[src/rtl/wb_stage.sv]
// Writeback stage: buffers completed ALU/load results in a small FIFO, extracts load data,
// and drives the register file write port with backpressure and hazard reporting to ID.
module wb_stage #(
  parameter int DEPTH    = 2,
  parameter int RETIRE_W = 32
) (
  input  logic                clk,
  input  logic                rst,
  input  logic                in_valid,
  output logic                in_ready,
  input  logic [4:0]          in_rd_addr,
  input  logic                in_rd_we,
  input  logic                in_is_load,
  input  logic [2:0]          in_funct3,
  input  logic [1:0]          in_byte_off,
  input  logic [31:0]         in_result,
  input  logic                flush,
  input  logic                wr_ready,
  output logic                rd_we,
  output logic [4:0]          rd_addr,
  output logic [31:0]         rd_wdata,
  input  logic [4:0]          q_rs1_addr,
  input  logic [4:0]          q_rs2_addr,
  output logic                rs1_pending,
  output logic                rs2_pending,
  output logic                load_err,
  output logic [RETIRE_W-1:0] retired_count
);

  localparam int PW = (DEPTH > 1) ? $clog2(DEPTH) : 1;
  localparam int CW = PW + 1;

  typedef struct packed {
    logic [4:0]  addr;
    logic        wen;
    logic        err;
    logic [31:0] data;
  } entry_t;

  localparam logic [2:0] F3_LB  = 3'b000;
  localparam logic [2:0] F3_LH  = 3'b001;
  localparam logic [2:0] F3_LW  = 3'b010;
  localparam logic [2:0] F3_LBU = 3'b100;
  localparam logic [2:0] F3_LHU = 3'b101;

  entry_t          mem [DEPTH];
  logic [PW-1:0]   wr_ptr;
  logic [PW-1:0]   rd_ptr;
  logic [CW-1:0]   count;
  entry_t          out_q;
  logic            out_valid;
  logic [RETIRE_W-1:0] retired;

  entry_t      in_entry;
  logic [31:0] shifted;
  logic        push;
  logic        pop;
  logic        commit;

  assign shifted = in_result >> {in_byte_off, 3'b000};

  // Results are fully formed at push time so the FIFO and output register only carry
  // what the register file needs.
  always_comb begin
    // NOTE: every always_comb output gets a default first so no path can infer a latch.
    in_entry      = '0;
    in_entry.addr = in_rd_addr;
    in_entry.data = in_result;
    if (in_is_load) begin
      unique case (in_funct3)
        F3_LB:   in_entry.data = {{24{shifted[7]}}, shifted[7:0]};
        F3_LBU:  in_entry.data = {24'd0, shifted[7:0]};
        F3_LH:   begin
                   in_entry.data = {{16{shifted[15]}}, shifted[15:0]};
                   in_entry.err  = in_byte_off[0];
                 end
        F3_LHU:  begin
                   in_entry.data = {16'd0, shifted[15:0]};
                   in_entry.err  = in_byte_off[0];
                 end
        F3_LW:   in_entry.err = (in_byte_off != 2'd0);
        default: in_entry.err = 1'b1;
      endcase
    end
    in_entry.wen = in_rd_we && (in_rd_addr != 5'd0) && !in_entry.err;
  end

  // Acceptance looks only at the registered count, so a full FIFO never accepts
  // even when the head is popping on the same edge.
  assign in_ready = rst && (count != CW'(DEPTH));
  assign push     = in_valid && in_ready;
  assign commit   = out_valid && (wr_ready || !out_q.wen);
  assign pop      = (count != '0) && (!out_valid || commit);

  // NOTE: the FIFO storage is deliberately not reset; occupancy is tracked by count alone.
  always_ff @(posedge clk) begin
    if (push && !flush) mem[wr_ptr] <= in_entry;
  end

  always_ff @(posedge clk) begin
    if (!rst) begin
      wr_ptr    <= '0;
      rd_ptr    <= '0;
      count     <= '0;
      out_valid <= 1'b0;
      out_q     <= '0;
      retired   <= '0;
    end else if (flush) begin
      wr_ptr    <= '0;
      rd_ptr    <= '0;
      count     <= '0;
      out_valid <= 1'b0;
    end else begin
      if (push) wr_ptr <= wr_ptr + PW'(1);
      if (pop)  rd_ptr <= rd_ptr + PW'(1);
      count <= count + CW'(push) - CW'(pop);
      if (pop) begin
        out_q     <= mem[rd_ptr];
        out_valid <= 1'b1;
      end else if (commit) begin
        out_valid <= 1'b0;
      end
      if (commit) retired <= retired + RETIRE_W'(1);
    end
  end

  assign rd_we         = out_valid && out_q.wen;
  assign rd_addr       = out_q.addr;
  assign rd_wdata      = out_q.data;
  assign load_err      = out_valid && out_q.err;
  assign retired_count = retired;

  // A register is pending while any not-yet-committed entry would still write it.
  always_comb begin
    rs1_pending = 1'b0;
    rs2_pending = 1'b0;
    if (out_valid && out_q.wen) begin
      if (out_q.addr == q_rs1_addr) rs1_pending = 1'b1;
      if (out_q.addr == q_rs2_addr) rs2_pending = 1'b1;
    end
    for (int k = 0; k < DEPTH; k++) begin
      if ((CW'(k) < count) && mem[rd_ptr + PW'(k)].wen) begin
        if (mem[rd_ptr + PW'(k)].addr == q_rs1_addr) rs1_pending = 1'b1;
        if (mem[rd_ptr + PW'(k)].addr == q_rs2_addr) rs2_pending = 1'b1;
      end
    end
    if (q_rs1_addr == 5'd0) rs1_pending = 1'b0;
    if (q_rs2_addr == 5'd0) rs2_pending = 1'b0;
  end

endmodule

[config.mk]
export PLATFORM = sky130hd
export DESIGN_NAME = wb_stage
export DESIGN_NICKNAME = d
export VERILOG_FILES = /design/src/rtl/wb_stage.sv
export SDC_FILE = /design/constraint.sdc
export NUM_CORES = 1
export LEC_CHECK = 0
export CAP_MARGIN = 20
export CORE_MARGIN = 4
export CORE_UTILIZATION = 25
export DETAILED_ROUTE_END_ITERATION = 16
export PLACE_DENSITY = 0.5
export REMOVE_ABC_BUFFERS = 1
export SETUP_SLACK_MARGIN = 0.02
export SLEW_MARGIN = 15
export SYNTH_ARGS = -nofsm -noshare
export SYNTH_HDL_FRONTEND = slang
export SYNTH_SLANG_ARGS = --single-unit
[constraint.sdc]
create_clock -name clk -period 3.9 [get_ports clk]
set_clock_uncertainty 0.05 [all_clocks]
set_input_delay 0.39 -clock clk [delete_from_list [all_inputs] [get_ports clk]]
set_output_delay 0.39 -clock clk [all_outputs]
set_load 0.01 [all_outputs]
==> flow_summary.json, run 1 <==
{
  "synth-simple-area-share_pct": 15.8,
  "setup_ws_ns": 0.721,
  "root_buffer": "clkbuf_16",
  "fin_crit_sh_pct": 81.5,
  "clockBufferDepth": 2,
  "postRouteWirelength_um": 18700,
  "clock.fmax_mhz": 315,
  "outcome": "completed",
  "worstSkewPairLatency_ns": 0.42,
  "placed_area_um2": 8900,
  "ioPinCount": 133,
  "setup_violations": 0,
  "crit_required_ns": 3.46,
  "start_util_pct": 25.6,
  "grt_use_total_pct": 11.5,
  "layout-drive-gt1-share_pct": 7.38,
  "htreeDepth": 4,
  "drt-pass1-iter-count": 4,
  "hold_depth": 4,
  "wire_per_inst_um": 15.8,
  "netlist_instances": 696,
  "first_iter_violations": 218,
  "vias": 5237,
  "cpMaxStageDelayCell": "dfxtp_1",
  "cts_buffers": 17,
  "placementRows": 62,
  "grt_remaining_overflow": 0,
  "cp_top_family": "simple AND/OR/NAND/NOR gates",
  "grt_max_degree": 78,
  "ys_types": 49,
  "slew-limit-headroom_pct": 43.4,
  "io_buffers": 132,
  "hold_buffers": 0,
  "coreArea_um2": 28900,
  "final_cells": 1184,
  "grt_pass1_wl_um": 30100,
  "hold_path_class": "input pin to flip-flop",
  "cp.depth": 6,
  "reg2regPathDepth": 5,
  "clock_sinks": 155,
  "cts_tree": "built",
  "dp_cells": 1152,
  "crit_chain": "mux2i_1, xor2_1, nand4_1, nor4b_1, or3_1, clkdlybuf4s50_1",
  "rsz0062_at_grt": "no",
  "ys.warnings.count": 0,
  "area_growth_syn_to_layout_pct": 28.4,
  "antenna_cells": 0,
  "p_per_area_nw_per_um2": 418,
  "die_height_um": 180,
  "synthMuxAreaShare_pct": 7.60,
  "startpoint_type": "flip-flop",
  "maxCapViolations": 0,
  "fin_crit_ns": 3.18,
  "vdd_drop_max_mv": 0.252,
  "synth_compound_area_share_pct": 10.7,
  "cp_max_fo": 7,
  "grt_pass1_vias": 5326,
  "netlist_area_um2": 7410,
  "drcViolationCount": 0,
  "worstPathArrival_ns": 2.74,
  "ys_ff_latch": 155,
  "p_total_mw": 3.97,
  "antenna_found_initial": 0,
  "syn_area_per_cell_um2": 10.6,
  "worstMarginPinSlew_ns": 0.849,
  "fp.dieW_um": 180,
  "synth-xor-area-share_pct": 6.38,
  "pre_cts_ws_ns": 0.839,
  "antenna_left": 0,
  "synth_fa_ha_area_share_pct": 0.507,
  "finalHoldViolCount": 0,
  "nets": 849,
  "gp_congestion": 0.815,
  "dieArea_um2": 32500,
  "max_stage_delay_ns": 0.58,
  "power_leakage_nw": 3.60,
  "critPathKind": "flip-flop to output pin",
  "end_kind": "output pin",
  "path_clk_slew_ns": 0.07,
  "cts_setup_buffers": 0,
  "cp.buffers_inverters": 1,
  "final_cell_mix": "clkdlybuf4s50_1, nand2_1, edfxtp_1",
  "avgViaCountPerCell": 4.42,
  "final_common_cell": "clkdlybuf4s50_1",
  "cts-resized-gates": 0,
  "synth_top_family_by_area": "simple AND/OR/NAND/NOR gates",
  "place_hpwl_um": 13000,
  "ys_seq_area_share_pct": 52.4,
  "post-route-util_pct": 32.9,
  "finalMaxSlewViolations": 0,
  "design_area_um2": 9520
}
==> layout make-up <==
| cell class | instances | area [um^2] |
|---|---|---|
| Timing Repair Buffer | 145 | 1410 |
| Tap cell | 384 | 480 |
| Clock buffer | 18 | 439 |
| Fill cell | 2928 | 19400 |
| Inverter | 16 | 60.1 |
| Clock inverter | 14 | 180 |
| Sequential cell | 155 | 3880 |
| Multi-Input combinational cell | 452 | 3060 |
==> per-stage QoR <==
stage          hold slack [ns]  setup TNS, ns
2_1_floorplan            0.415         -72.46
3_3_place_gp             0.428              0
3_5_place_dp             0.435              0
4_1_cts                  0.341              0
5_1_grt                  0.362              0
6_report                 0.356              0
==> path summary, 6_finish.rpt <==
| kind | start | slack (ns) | end |
|---|---|---|---|
| hold / removal | rst | 0.36 | rd_wdata[1]$_SDFFE_PN0P_ |
| setup reg to reg | retired_count[3]$_SDFFE_PN0P_ | 1.67 | retired_count[30]$_SDFFE_PN0P_ |
| setup / recovery | rd_ptr$_SDFFE_PP0P_ | 0.72 | rs1_pending |
| hold reg to reg | retired_count[31]$_SDFFE_PN0P_ | 0.44 | retired_count[31]$_SDFFE_PN0P_ |
==> worst register-to-register path: stages (launching register included) <==
cell and delay (ns):
dfxtp_1 0.42, and4_1 0.23, and2_1 0.58, nand3_1 0.35, or3_1 0.40, a21oi_1 0.15
==> metal layers <==
metal  track usage [%]  wire length, um
met4              2.63              128
met2              18.2             8350
met1              15.9             9140
met5                 0                0
met3              3.15             1030
==> kinds of logic after synthesis <==
family | Yosys count
AO/OA/AOI/OAI | 110
XOR/XNOR | 54
flip-flops | 155
buffers and inverters | 89
multiplexers | 56
AND/OR/NAND/NOR | 229
adder cells (fa/ha/maj) | 3
==> sequential cells by signal, indices dropped and copies added, names as in the netlist, named ones only <==
name           count
wr_ptr             1
rd_ptr             1
mem               78
rd_wdata          32
count              2
out_q              2
retired_count     32
rd_addr            5
out_valid          1
==> power by group <==
part	internal, mW	switching (mW)	leakage [nW]
Sequential	1.77	0.0343	1.34
Clock	0.990	0.736	0.304
Combinational	0.215	0.225	1.96
==> cell usage after synthesis, drive strengths merged <==
library cell | n | area [um^2]
mux2i | 54 | 541
clkinv | 1 | 3.75
and3 | 5 | 31.3
o41ai | 2 | 17.5
nand3b | 1 | 7.51
a221o | 1 | 10.0
nand3 | 11 | 67.6
xnor2 | 35 | 307
and2b | 1 | 10.0
a21oi | 13 | 65.1
and4bb | 1 | 12.5
o2bb2ai | 1 | 8.76
or3 | 5 | 31.3
nor4 | 7 | 80.1
nor2b | 6 | 37.5
and2 | 25 | 156
clkbuf | 23 | 86.3
nor3 | 5 | 25.0
o221ai | 1 | 8.76
mux2 | 2 | 22.5
a21boi | 3 | 22.5
o31ai | 2 | 15.0
o211a | 34 | 340
o211ai | 2 | 15.0
nor2 | 44 | 165
a31oi | 7 | 43.8
dfxtp | 77 | 1540
nand2b | 4 | 32.5
nand4 | 14 | 87.6
nand2 | 88 | 330
o21ai | 33 | 165
or4 | 6 | 45.0
inv | 15 | 56.3
nor3b | 2 | 15.0
ha | 3 | 37.5
and4 | 3 | 26.3
nor4b | 1 | 8.76
buf | 50 | 342
xor2 | 19 | 166
a211oi | 11 | 82.6
edfxtp | 78 | 2340
No activity file was read; power rests on OpenSTA's default activity.
==> inputs of run 2 (changes only) <==
==> constraint.sdc (replaced) <==
create_clock -name clk -period 2.64 [get_ports clk]
set_clock_uncertainty 0.05 [all_clocks]
set_input_delay 0.264 -clock clk [delete_from_list [all_inputs] [get_ports clk]]
set_output_delay 0.264 -clock clk [all_outputs]
set_load 0.01 [all_outputs]
==> run 2 against run 1 <==
Net effect: critical path type unchanged; die area did not move; design area rose by 2.6%; register-to-register slack got worse by 1.0 ns; power rose by 46%; largest power group unchanged.
==> flow_summary.json, run 2 (synthesized netlist as in run 1, its figures left out) <==
{
  "outcome": "completed",
  "cp_max_fo": 7,
  "cp_top_family": "buffers and inverters",
  "place_hpwl_um": 13300,
  "setup-tns-final_ns": 0,
  "largest_reg_flops": 78,
  "maxCapViolations": 0,
  "grt_pass1_vias": 5322,
  "finalMaxSlewViolations": 0,
  "rsz0062_at_grt": "no",
  "drcViolationCount": 0,
  "fp.dieW_um": 180,
  "area_growth_syn_to_layout_pct": 31.7,
  "grt_remaining_overflow": 0,
  "ioPinCount": 133,
  "fin_crit_sh_pct": 93.6,
  "start_util_pct": 25.6,
  "vdd_drop_max_mv": 0.325,
  "cpMaxStageDelayCell": "dfxtp_4",
  "cts_tree": "built",
  "wire_per_inst_um": 15.6,
  "gp_congestion": 0.828,
  "critPathKind": "flip-flop to output pin",
  "pre_cts_ws_ns": -0.0948,
  "fin_crit_ns": 2.47,
  "clock_sinks": 155,
  "vias": 5405,
  "antenna_cells": 0,
  "antenna_left": 0,
  "largest_register": "mem",
  "placementRows": 62,
  "root_buffer": "clkbuf_16",
  "setup_violations": 0,
  "path_clk_slew_ns": 0.07,
  "power_leakage_nw": 3.76,
  "layout-drive-gt1-share_pct": 11.2,
  "end_kind": "output pin",
  "max_stage_delay_ns": 0.41,
  "worstPathArrival_ns": 2.16,
  "postRouteWirelength_um": 18900,
  "n_fill_cell": 2932,
  "p_per_area_nw_per_um2": 593,
  "hold_buffers": 0,
  "antenna_found_initial": 0,
  "slew-limit-headroom_pct": 49.4,
  "grt_use_total_pct": 11.4,
  "grt_max_degree": 68,
  "worstMarginPinSlew_ns": 0.759,
  "nets": 877,
  "clock.fmax_mhz": 405,
  "setup_ws_ns": 0.169,
  "drt-pass1-iter-count": 5,
  "die_height_um": 180,
  "clockBufferDepth": 2,
  "htreeDepth": 4,
  "worstSkewPairLatency_ns": 0.42,
  "cts_buffers": 17,
  "avgViaCountPerCell": 4.46,
  "crit_required_ns": 2.33,
  "dieArea_um2": 32500,
  "final_common_cell": "clkdlybuf4s50_1",
  "crit_chain": "mux2i_1, buf_4, xor2_1, nand4_1, o41ai_1, dlygate4sd2_1",
  "hold_path_class": "input pin to flip-flop",
  "grt_pass1_wl_um": 29700,
  "first_iter_violations": 245,
  "io_buffers": 132,
  "final_cell_mix": "clkdlybuf4s50_1, nand2_1, edfxtp_1",
  "startpoint_type": "flip-flop",
  "finalHoldViolCount": 0,
  "coreArea_um2": 28900,
  "cp.buffers_inverters": 2
}
run 2: cell types whose count changed in the layout (fill, tap and decap cells not counted), sizes merged:
cell | before | now
inv | 21 | 23
clkinv | 7 | 6
bufinv | 2 | 1
dlygate4sd2 | 0 | 1
clkinvlp | 0 | 1
dlymetal6s2s | 0 | 1
clkdlybuf4s50 | 131 | 129
clkbuf | 18 | 17
buf | 14 | 42
run 2: final cells by class:
class / instances / area [um^2] / share of cell area, %
clock buffers: 17 / 425 / 4.36
repair buffers: 173 / 1660 / 17.0
multi-input cells: 452 / 3080 / 31.6
inverters: 16 / 60.1 / 0.615
well taps: 384 / 480 / 4.92
clock inverters: 15 / 154 / 1.58
flip-flops and latches: 155 / 3890 / 39.9
run 2: metrics by stage:
step / instance area (um^2) / power, mW / hold slack (ns) / cells / util [%]
final: 9760 / 5.79 / 0.261 / 1212 / 33.7
after floorplan: 6980 / 3.04 / 0.313 / 623 / -
after global routing: 9760 / 6.07 / 0.275 / 1212 / 33.7
after global placement: 9140 / 3.42 / 0.418 / 1180 / 31.6
after CTS: 9730 / 5.90 / 0.242 / 1212 / 33.6
after detailed placement: 9140 / 3.42 / 0.433 / 1180 / 31.6
run 2: final timing paths:
| check | start | to | slack, ns | cells past startpoint |
|---|---|---|---|---|
| worst max-delay path | flip-flop | rs2_pending | 0.17 | 6 |
| worst min-delay path | rst | retired_count[28]$_SDFFE_PN0P_ | 0.26 | 4 |
| worst max register to register | out_valid$_SDFFE_PP0P_ | count[1]$_SDFF_PP0_ | 0.63 | 10 |
| worst min register to register | retired_count[31]$_SDFFE_PN0P_ | retired_count[31]$_SDFFE_PN0P_ | 0.44 | 2 |
run 2: layer usage:
layer	wire length, um	part of all wire [%]	global-route usage [%]	up-vias
li1	-	-	-	2685
met1	8970	47	15.2	2551
met2	8600	45	18.4	158
met3	1150	6.1	3.27	11
met4	189	1.0	2.75	0
met5	0	0	0	-
run 2: what timing repair did:
item	4_1_cts	5_1_grt
setup endpoints to repair	2	2
gates resized for setup	6	6
gates cloned	0	0
buffers inserted	0	0
run 2: worst reg2reg max path, stage by stage, from the launching register on:
cell and delay [ns]:
dfxtp_1 0.40, nand2_1 0.11, buf_4 0.16, nor2_1 0.21, nor2_1 0.12, ha_1 0.30, inv_1 0.05, ha_1 0.14
xor2_1 0.17, xnor2_1 0.13, nor2_1 0.05
run 2: power breakdown:
part	switching [mW]	total, mW	internal (mW)
Combinational	0.343	0.692	0.349
Clock	1.09	2.43	1.34
Sequential	0.0511	2.67	2.62
==> inputs of run 3 (changes only) <==
--- a/config.mk
+++ b/config.mk
@@ -12,7 +12,8 @@
 export PLACE_DENSITY = 0.5
 export REMOVE_ABC_BUFFERS = 1
 export SETUP_SLACK_MARGIN = 0.02
-export SLEW_MARGIN = 15
+export SKIP_LAST_GASP = 1
+export SLEW_MARGIN = 5
 export SYNTH_ARGS = -nofsm -noshare
 export SYNTH_HDL_FRONTEND = slang
 export SYNTH_SLANG_ARGS = --single-unit
==> results of run 3 <==
No change in the layout: final DEF, timing and power equal those of run 2.
